[src/rtl/voting_machine_multi.sv]
// voting_machine_multi: N-candidate debounced voting machine with saturating
// tallies, result-display mode and live winner/tie outputs.
module voting_machine_multi #(
  parameter int unsigned NUM_CAND = 4,
  parameter int unsigned CNT_W    = 8,
  parameter int unsigned DEBOUNCE = 10
) (
  input  logic                          clock,
  input  logic                          reset,
  input  logic                          mode,
  input  logic [NUM_CAND-1:0]           button,
  output logic [CNT_W-1:0]              led,
  output logic                          vote_valid,
  output logic [$clog2(NUM_CAND)-1:0]   winner,
  output logic                          tie
);

  localparam int unsigned IDX_W = $clog2(NUM_CAND);
  localparam int unsigned DBC_W = $clog2(DEBOUNCE + 1);
  localparam logic [CNT_W-1:0] TALLY_MAX = '1;
  localparam logic [DBC_W-1:0] DBC_LAST  = DBC_W'(DEBOUNCE - 1);

  typedef enum logic [1:0] {
    IDLE     = 2'd0,
    ARMED    = 2'd1,
    WAIT_REL = 2'd2
  } state_e;

  state_e             state_q, state_d;
  logic [IDX_W-1:0]   sel_q, sel_d;
  logic [DBC_W-1:0]   cnt_q, cnt_d;
  logic               disp_hold_q, disp_hold_d;
  logic [CNT_W-1:0]   tally_q [NUM_CAND];
  logic [CNT_W-1:0]   tally_d [NUM_CAND];
  logic [CNT_W-1:0]   led_q, led_d;
  logic               vote_valid_q, vote_valid_d;
  logic [IDX_W-1:0]   winner_q, winner_d;
  logic               tie_q, tie_d;

  logic               any_c;
  logic               multi_c;
  logic               single_c;
  logic [IDX_W-1:0]   low_idx_c;
  logic               vote_c;
  logic [CNT_W-1:0]   best_c;
  logic               seen_c;
  logic               dup_c;

  // Button-set decode: any/multiple/single high and lowest high index
  always_comb begin
    any_c     = |button;
    multi_c   = |(button & (button - NUM_CAND'(1)));
    single_c  = any_c & ~multi_c;
    low_idx_c = '0;
    for (int i = int'(NUM_CAND) - 1; i >= 0; i--) begin
      if (button[i]) low_idx_c = IDX_W'(i);
    end
  end

  // Remember a press that started in display mode so it cannot vote later
  always_comb begin
    disp_hold_d = any_c & (mode | disp_hold_q);
  end

  // FSM next-state, debounce counter and vote strobe
  always_comb begin
    state_d = state_q;
    sel_d   = sel_q;
    cnt_d   = cnt_q;
    vote_c  = 1'b0;
    case (state_q)
      IDLE: begin
        cnt_d = '0;
        if (!mode && any_c) begin
          if (disp_hold_q || multi_c) begin
            state_d = WAIT_REL;
          end else begin
            state_d = ARMED;
            sel_d   = low_idx_c;
            cnt_d   = DBC_W'(1);
          end
        end
      end
      ARMED: begin
        if (mode || !single_c || (low_idx_c != sel_q)) begin
          state_d = WAIT_REL;
          cnt_d   = '0;
        end else if (cnt_q == DBC_LAST) begin
          state_d = WAIT_REL;
          cnt_d   = '0;
          vote_c  = 1'b1;
        end else begin
          cnt_d = cnt_q + DBC_W'(1);
        end
      end
      WAIT_REL: begin
        cnt_d = '0;
        if (!any_c) state_d = IDLE;
      end
      default: begin
        state_d = IDLE;
        cnt_d   = '0;
      end
    endcase
  end

  // Saturating tally update
  always_comb begin
    tally_d = tally_q;
    if (vote_c && (tally_q[sel_q] != TALLY_MAX)) begin
      tally_d[sel_q] = tally_q[sel_q] + CNT_W'(1);
    end
  end

  // Display value and vote pulse
  always_comb begin
    led_d        = '0;
    vote_valid_d = vote_c;
    if (mode && any_c) led_d = tally_q[low_idx_c];
  end

  // Winner (lowest index on equal maxima) and tie detection
  always_comb begin
    best_c   = '0;
    winner_d = '0;
    seen_c   = 1'b0;
    dup_c    = 1'b0;
    for (int i = 0; i < int'(NUM_CAND); i++) begin
      if (tally_q[i] > best_c) begin
        best_c   = tally_q[i];
        winner_d = IDX_W'(i);
      end
    end
    for (int i = 0; i < int'(NUM_CAND); i++) begin
      if (tally_q[i] == best_c) begin
        if (seen_c) dup_c = 1'b1;
        seen_c = 1'b1;
      end
    end
    tie_d = dup_c & (best_c != '0);
  end

  // FSM and debounce state registers
  always_ff @(posedge clock or negedge reset) begin
    if (!reset) begin
      state_q     <= IDLE;
      sel_q       <= '0;
      cnt_q       <= '0;
      disp_hold_q <= 1'b0;
    end else begin
      state_q     <= state_d;
      sel_q       <= sel_d;
      cnt_q       <= cnt_d;
      disp_hold_q <= disp_hold_d;
    end
  end

  // Tally registers
  always_ff @(posedge clock or negedge reset) begin
    if (!reset) begin
      tally_q <= '{default: '0};
    end else begin
      tally_q <= tally_d;
    end
  end

  // Output registers
  always_ff @(posedge clock or negedge reset) begin
    if (!reset) begin
      led_q        <= '0;
      vote_valid_q <= 1'b0;
      winner_q     <= '0;
      tie_q        <= 1'b0;
    end else begin
      led_q        <= led_d;
      vote_valid_q <= vote_valid_d;
      winner_q     <= winner_d;
      tie_q        <= tie_d;
    end
  end

  assign led        = led_q;
  assign vote_valid = vote_valid_q;
  assign winner     = winner_q;
  assign tie        = tie_q;

endmodule

[config.mk]
export PLATFORM = sky130hd
export DESIGN_NAME = voting_machine_multi
export DESIGN_NICKNAME = d
export VERILOG_FILES = /design/src/rtl/voting_machine_multi.sv
export SDC_FILE = /design/constraint.sdc
export NUM_CORES = 1
export LEC_CHECK = 0
export CAP_MARGIN = 20
export CORE_MARGIN = 2
export CORE_UTILIZATION = 45
export DETAILED_ROUTE_END_ITERATION = 12
export GPL_TIMING_DRIVEN = 0
export PLACE_DENSITY = 0.68
export SETUP_SLACK_MARGIN = 0.02
export SYNTH_ARGS = -nofsm -noshare
export SYNTH_HDL_FRONTEND = slang
export SYNTH_SLANG_ARGS = --single-unit
[constraint.sdc]
create_clock -name clock -period 13.65 [get_ports clock]
set_input_delay 2.73 -clock clock [delete_from_list [all_inputs] [get_ports clock]]
set_output_delay 2.73 -clock clock [all_outputs]
set_load 0.05 [all_outputs]
* Word level (Yosys, flattened, before mapping)
Cells that the tools add are included.
Cells by class: add/subtract/negate cells 3, $lt $le $gt $ge 7, eq/ne operators 12, muxes and demuxes 44, bitwise gates (word level) 9, reduce and logical (&&, ||, !) cells 15
Operators with widths (count):
- 8-bit 2-to-1 mux | 10
- 8-bit binary-select mux with 2-bit select | 2
- 32-bit bitwise mux | 1
- 8-bit equality test | 4
- 8-bit greater-than comparator | 3
- 2-bit 2-to-1 mux | 11
- 8-bit demux with 2-bit select | 1
- 1-bit 2-to-1 mux | 15
- 8-bit by 1-bit adder with 8-bit output, second input constant | 1
- 8-bit by 1-bit greater-than comparator with 1-bit output, second input constant | 1
- 4-bit 2-to-1 mux | 2
- 8-bit != test, second input constant | 1
- 4-bit one-hot mux with 2 select lines | 1
- 8-bit nonzero test | 1
- 4-bit OR reduction | 2
- 3-bit greater-or-equal comparator, second input constant | 2
- 2-bit NOT with 3-bit output | 2
- 2-bit one-hot mux with 3 select lines | 1
- 3-bit AND reduction | 2
- 4-bit by 1-bit adder with 4-bit output, second input constant | 1
- 4-bit bitwise AND | 1
- 4-bit equality test, second input constant | 1
- 1-bit logical AND | 4
- 2-bit != test, second input constant | 2
- 12 further kinds | 18
Word-level totals: register bits after elaboration 53, bits of input ports 7, output and inout bits 12, logic and storage cells 102

* Longest topological paths before layout
Gate-level depths: netlist (run 1).
depth in word-level cells 17, depth in mapped cells 32, depth with buffers taken out 26

* Worst setup path after synthesis (run 1)
OpenSTA, ideal clock, no wires.
path type register -> register, start point reg tally_q[29] (netlist name), end point reg tie_q (netlist: tie), setup time 0.077 ns, data arrival time 5.435 ns, required time 13.573 ns, setup slack 8.138 ns, stages on the path, launching flop included 31, buffers on the path 6, period minus slack after synthesis 5.512 ns, cells stage by stage dfrtp_1 > clkbuf_1 > inv_1 > ha_1 > nand4_2 > a211o_1 > buf_6 > a21bo_1 > nand2_1 > inv_1 > ha_1 > nor2b_1 > o211ai_1 > a211o_1 > buf_6 > and2_1 > buf_6 > buf_6 > a31oi_1 > inv_1 > ha_1 > nand4_1 > a211o_1 > nand2_1 > clkbuf_1 > and3_1 > a21oi_1 > a32o_1 > nor4_4 > o21ai_0 > a21oi_1
On the way: word-level cells in the longest chain between the ends 17, elaborated cells on any way between the ends 23, classes of those cells order compare (4); eq/ne (4); mux (13); bitwise (1); reduce/logical (1)
RTL lines:
- from (decl) | RTL line 33 | logic [CNT_W-1:0] tally_q [NUM_CAND];
- from (signal assigned) | RTL line 163 | tally_q <= tally_d;
- 8-bit by 1-bit greater-than comparator with 1-bit output | RTL line 129 | if (tally_q[i] > best_c) begin
- 8-bit 2-to-1 mux | RTL line 129
- 8-bit greater-than comparator | RTL line 129
- 8-bit 2-to-1 mux | RTL line 129
- 8-bit greater-than comparator | RTL line 129
- 8-bit 2-to-1 mux | RTL line 129
- 8-bit greater-than comparator | RTL line 129
- 8-bit 2-to-1 mux | RTL line 129
- (+2 left out)
- 1-bit 2-to-1 mux | RTL line 136 | if (seen_c) dup_c = 1'b1;
- 1-bit 2-to-1 mux | RTL line 135 | if (tally_q[i] == best_c) begin
- 1-bit 2-to-1 mux | RTL line 136
- 1-bit 2-to-1 mux | RTL line 135
- 1-bit 2-to-1 mux | RTL line 136
- 1-bit 2-to-1 mux | RTL line 135
- 1-bit bitwise AND (*) | RTL line 140 | tie_d = dup_c & (best_c != '0);
- net tie_d | RTL line 38 | logic tie_q, tie_d;
- to (signal assigned) | RTL line 178 | tie_q <= tie_d;
- to (decl) | RTL line 38
The timed path passes the listed nets; every way through them passes the cells marked *. A chain may end at the register's enable or synchronous reset.

* Worst setup path after layout (run 1)
Ends and elaborated chain as after synthesis.

==> results of run 1 <==
cell type report:
type	instances	share of cell area (%)
sequential	53	27.18
clock buffer	6	1.487
inverter	23	1.769
clock inverter	2	0.2821
multi-input combinational	355	58.03
buffer	40	3.846
timing repair buffer	19	4.000
tap	133	3.410
cells by family after synthesis:
| family | count (synthesis) | share of synthesized area [%] |
|---|---|---|
| simple gates | 134 | 15.81 |
| compound gates | 99 | 15.50 |
| buf+inv | 63 | 6.183 |
| xor+xnor | 57 | 11.26 |
| flops | 53 | 29.93 |
| mux | 38 | 13.69 |
| fa+ha+maj | 27 | 7.623 |
worst max-delay path, delay by kind of cell, from the launching register on:
kind                       cells  cell delay (ps)
AOI/OAI and AO/OA              9             2200
buffers and inverters          9             1770
and+or+nand+nor                8             1330
adders and majority gates      3              980
DFF                            1              340
power groups by stage:
stage	clock, mW	combinational (mW)	sequential (mW)
3_3_place_gp	0	0.0343	0.163
2_1_floorplan	0	0.0155	0.169
3_5_place_dp	0	0.0354	0.164
5_1_grt	0.103	0.0381	0.161
4_1_cts	0.0959	0.0355	0.160
6_report	0.0936	0.0355	0.160
final timing paths:
| path | cells past startpoint | to | start | slack, ps |
|---|---|---|---|---|
| hold / removal | 2 | cnt_q[3]$_DFF_PN0_ | cnt_q[3]$_DFF_PN0_ | 560 |
| setup reg to reg | 29 | tie$_DFF_PN0_ | tally_q[29]$_DFFE_PN0P_ | 6970 |
| hold reg to reg | 2 | cnt_q[3]$_DFF_PN0_ | cnt_q[3]$_DFF_PN0_ | 560 |
| min in group asynchronous | 1 | tally_q[10]$_DFFE_PN0P_ | reset | 2400 |
| max in group asynchronous | 2 | tally_q[16]$_DFFE_PN0P_ | reset | 10670 |
| setup / recovery | 29 | tie$_DFF_PN0_ | tally_q[29]$_DFFE_PN0P_ | 6970 |
registers in the layout, indices dropped and copies added (netlist names):
signal,cells
led,8
state_q,2
cnt_q,4
sel_q,2
disp_hold_q,1
tie,1
vote_valid,1
tally_q,32
winner,2
layer usage:
metal / vias to the layer above / wire length, microns
li1: 1743 / -
met1: 1877 / 5109
met2: 219 / 5948
met3: 47 / 1250
met4: 0 / 543
met5: - / 0
synthesized netlist by cell type (6+ instances only):
library cell,number
mux4_2,16
xor2_1,19
nand3_1,20
xnor2_1,38
inv_1,23
nor2_1,22
dfrtp_1,53
o21ai_0,17
buf_2,6
and2_1,11
a21oi_1,28
nor2b_1,13
nor3_1,6
clkbuf_1,30
nand2_1,30
mux2_2,21
a31oi_1,7
ha_1,27
nor4_1,8
nand4_1,11
==> impl_results.md, run 1 <==
- Num rows: 36
- Power consumption: 289.4 uW
- Vert. Die Dim: 103.2 microns
- Worst Path Max Fanout: 10
- WS Path Type: reg -> reg
- Antenna diodes: 0
- Net count, final: 531
- Finished layout cell area: 4880 sq um
- Routed Antenna Nets: 0
- Mean Syn Cell Area: 9.409 sq um
- M1 GR Usage: 33.99%
- VDD IR max: 36.69 uV
- Cell area after synthesis: 4432 sq um
- Hold buffer count at CTS: 0
- Post-synth EDFFs: 0
- CTS Root Cell: clkbuf_8
- Flops & latches, synth: 53
- RSZ-0062 raised after global routing: no
- DR vias: 3886
- CP Launch Type: flip-flop
- Most common cell after layout, fill and taps aside: dfrtp_1
- PwrDens: 59.31 nW/um^2
- CP max stage cell: a211o_1
- Pleak: 2.151 nW
- Input/output buffers: 18
- Die Width: 103.2 microns
- Final min period: 6681 ps
- First-pass GRT wire length: 19.83 mm
- Yosys top cell area share: 29.93%
- Cell taking the most area after synthesis: dfrtp_1
- Hold crit path type: reg -> reg
- Max-slew headroom: 55.61%
- Final TNS setup: 0 ps
- I/O pin cnt: 19
- Post-CTS setup buffers: 0
- Worst hold margin: 561.1 ps
- Final setup fails: 0
- Longest Clk Path Bufs: 2
- Post-Route WL: 12.85 mm
- Net Sw Power: 79.93 uW
- Detailed Place HPWL: 9.586 mm
- Register area: 1326 sq um
- Max Slew Vio Count: 0
- Largest net degree at the start of global routing: 31
- Max stage delay on crit path: 430 ps
- Die footprint: 10660 sq um
- Initial antenna violation count: 0
- Vias in the first global route: 3743
- DR DRC count: 0
- Count of cell types in the netlist: 53
- Final Non-Filler Cells: 631
- Final hold violations: 0
- Top_reg_cell synth: dfrtp_1
- Yosys warns: 0
- Switching share of power: 27.62%
- Fill count: 904
- Met3 usage: 4.301%
- CTS tree: yes
- Data arrival time of the critical path: 6930 ps
- CP dominant cell by count: buf_6
- Number of CTS-inserted buffers: 5
- Most frequent cells in the layout: dfrtp_1, xnor2_1, clkbuf_1
- Final WS setup: 6969 ps
- Synth area leaders: dfrtp_1, mux4_2, ha_1, xnor2_1, mux2_2
- Routed length per placed instance: 20.37 microns
- Fin Clk Skew: 12.19 ps
- Vias/cell: 6.158
- Max frequency: 149.7 MHz
- Clock slew at reported path FFs: 110 ps
- Synth Net Count: 505
- Critical path endpoint category: flip-flop
- GP Congestion: 1.027
- Worst-skew pair later-pin latency: 320 ps
- WP data required: 13900 ps
- Dpl ws: 7145 ps
- Initial drt markers: 448
- Measured slew at the worst slew-check pin: 662.7 ps
- Starting Density: 45.76%
- Total gr overflow: 0
- Placement Cell Area: 4793 sq um
- Period utilization: 48.95%
- Placed insts: 623
- Status: finished, final reports clean
- Int Pwr: 209.5 uW
- Post-Synthesis Cells: 471
- Post-CTS Resized: 0
- Met2 global-route usage: 39.66%
- Tot GR Track Use: 24.82%
- Pre-antenna DRT Iters: 5
- Area occupied by multi-input gates: 2831 sq um
- Core Footprint: 9684 sq um
- Layout cells sized above 1: 14.66%
- CTS H-tree lvls: 2
- Area grow syn2layout: 10.11%
- Final Util: 50.39%
- Clk pwr share: 32.3%
- Share of power burned in registers: 55.4%
- Seq/Total Area, Yosys: 29.93%
- Ys async rst share: 100.0%
- GRT busiest layer: met2
- Comb pwr share: 12.3%
- Max Cap Viol: 0
- TritonCTS Sinks: 53
Note: power is estimated with default switching activity, not from simulation.
==> run 2, diff against run 1 <==
Settings changed: PLACE_DENSITY 0.68 to 0.7.
Clock period 13.65 ns to 5.5 ns, I/O delays scaled along.
==> impl_results.md, run 2 (synthesized netlist as in run 1, its figures left out) <==
- Fin Clk Skew: 20.91 ps (+8.715 ps)
- Core Footprint: 9684 sq um (unchanged)
- Max reg flops: 32 (unchanged)
- Placement Cell Area: 4798 sq um (+0.10%)
- Routed Antenna Nets: 0 (unchanged)
- Worst Path Max Fanout: 7 (-3)
- Final WS setup: -49.57 ps (-7018 ps)
- PwrDens: 130.2 nW/um^2 (+120%)
- Vias in the first global route: 3978 (+6.3%)
- Longest Clk Path Bufs: 2 (unchanged)
- Most common cell after layout, fill and taps aside: buf_4
- Vias/cell: 6.019 (-2.3%)
- CTS Root Cell: clkbuf_8
- CTS tree: yes
- Vert. Die Dim: 103.2 microns (unchanged)
- Max frequency: 180.2 MHz (+20%)
- Final Non-Filler Cells: 675 (+7.0%)
- Placed insts: 623 (unchanged)
- Critical path endpoint category: flip-flop
- Largest net degree at the start of global routing: 37 (+19%)
- GP Congestion: 0.9695 (-5.6%)
- Hold crit path type: reg -> reg
- Total gr overflow: 0 (unchanged)
- WS Path Type: reg -> reg
- Final min period: 5550 ps (-1132 ps)
- Period utilization: 100.9% (+52 points)
- Max Slew Vio Count: 0 (unchanged)
- Final setup fails: 1 (+1)
- CTS H-tree lvls: 2 (unchanged)
- Dpl ws: -938.4 ps (-8083 ps)
- CP Launch Type: flip-flop
- Top reg by flops: tally_q
- Most frequent cells in the layout: buf_4, dfrtp_1, xnor2_1
- Pleak: 2.434 nW (+13%)
- Finished layout cell area: 5705 sq um (+17%)
- First-pass GRT wire length: 21.68 mm (+9.3%)
- VDD IR max: 104.6 uV (+190%)
- Number of CTS-inserted buffers: 5 (unchanged)
- Pre-antenna DRT Iters: 5 (unchanged)
- I/O pin cnt: 19 (unchanged)
- Die Width: 103.2 microns (unchanged)
- Max-slew headroom: 46.55% (-9.1 points)
- Post-Route WL: 13.83 mm (+7.6%)
- Layout cells sized above 1: 33.39% (+19 points)
- Clock slew at reported path FFs: 120 ps (about the same)
- Data arrival time of the critical path: 5810 ps (-1120 ps)
- Max Cap Viol: 0 (unchanged)
- Input/output buffers: 18 (unchanged)
- Initial drt markers: 447 (-0.22%)
- Starting Density: 45.76% (unchanged)
- DR DRC count: 0 (unchanged)
- Initial antenna violation count: 0 (unchanged)
- Antenna diodes: 0 (unchanged)
- Num rows: 36 (unchanged)
- WP data required: 5760 ps (-8140 ps)
- Detailed Place HPWL: 9.398 mm (-2.0%)
- Measured slew at the worst slew-check pin: 799.0 ps (+136.2 ps)
- Die footprint: 10660 sq um (unchanged)
- Routed length per placed instance: 20.49 microns (+0.60%)
- Status: complete, but fails checks
- Hold buffer count at CTS: 0 (unchanged)
- Worst-skew pair later-pin latency: 330 ps (about the same)
- Net count, final: 575 (+8.3%)
- Tot GR Track Use: 27.15% (+2.3 points)
- Final hold violations: 0 (unchanged)
- Area grow syn2layout: 28.74%
- Final TNS setup: -49.57 ps (-49.57 ps)
- RSZ-0062 raised after global routing: yes
- DR vias: 4063 (+4.6%)
- Failing checks: negative setup slack
- TritonCTS Sinks: 53 (unchanged)
- R2R setup slack: -50 ps (-7020 ps)
==> run 2: cell count changes in the layout (fill, tap and decap cells not counted), moves of 5 or more <==
cell      delta
and2_4       +7
dfrtp_1     -10
a31oi_2      -5
inv_1        -7
dfrtp_2     +10
buf_4       +46
and2_1       -7
a31oi_4      +8
a21bo_4      +6
clkbuf_1     -8
ha_4        +12
ha_1        -12
==> run 2: worst max-delay path, cell delays in order (launching register included) <==
cell and delay (ps):
dfrtp_1 380, clkbuf_8 150, inv_8 30, ha_4 260, nand4_4 130, a211o_4 380
buf_6 140, a21o_1 230, and2_4 200, ha_4 270, nand4_1 100, buf_4 160
o21ai_4 180, and2_4 290, buf_8 150, buf_4 120, a31oi_4 120, ha_1 300
nand4_1 110, buf_4 160, o21ai_2 140, and2_4 200, nand2_4 60, or3_1 350
a32o_2 290, nor4_4 260, o311ai_1 140, a21oi_1 160
==> run 2: worst paths after layout <==
check / cells after the start / startpoint / to
worst max register to register: 27 / tally_q[29]$_DFFE_PN0P_ / tie$_DFF_PN0_
worst min register to register: 2 / disp_hold_q$_DFF_PN0_ / disp_hold_q$_DFF_PN0_
worst min-delay path: 2 / disp_hold_q$_DFF_PN0_ / disp_hold_q$_DFF_PN0_
max in group asynchronous: 2 / reset / tally_q[23]$_DFFE_PN0P_
min in group asynchronous: 1 / reset / tally_q[10]$_DFFE_PN0P_
worst max-delay path: 27 / tally_q[29]$_DFFE_PN0P_ / tie$_DFF_PN0_
==> run 2: layout make-up <==
class                   instances  area, sq um
clock inverters                 3        28.78
fillers                       798         3979
clock buffers                   5        68.82
repair buffers                 68        580.6
flip-flops and latches         53         1339
inverters                      23        101.3
multi-input cells             355         3223
plain buffers                  35        197.7
well taps                     133        166.4
==> run 2: metrics by stage <==
stage	total power, mW	hold slack [ps]	utilization, %
after floorplan	0.4576	460.7	-
after global placement	0.4929	490.4	49.39
after detailed placement	0.4944	501.1	49.55
after CTS	0.7458	527.4	57.22
after global routing	0.7704	560.2	58.91
final	0.7429	526.3	58.91
==> run 2: routing by layer <==
| layer | share of wire (%) | GRT usage, % | vias to the layer above |
|---|---|---|---|
| li1 | - | - | 1830 |
| met1 | 41 | 36.25 | 1988 |
| met2 | 47 | 44.01 | 204 |
| met3 | 8.2 | 4.167 | 41 |
| met4 | 4.0 | 11.74 | 0 |
| met5 | 0 | 0 | - |
==> run 2: what timing repair did <==
action / 4_1_cts / 5_1_grt
gates resized for setup: 80 / 19
endpoints found under the setup margin: 2 / 1
buffers inserted: 34 / 14
gates cloned: 1 / 0
pin swaps: 32 / 20
==> run 2: where the power goes <==
part / leakage, nW / internal (mW) / switching, mW
logic: 1.71 / 0.0337 / 0.0559
clock network: 0.0511 / 0.0967 / 0.159
registers: 0.669 / 0.395 / 0.00285
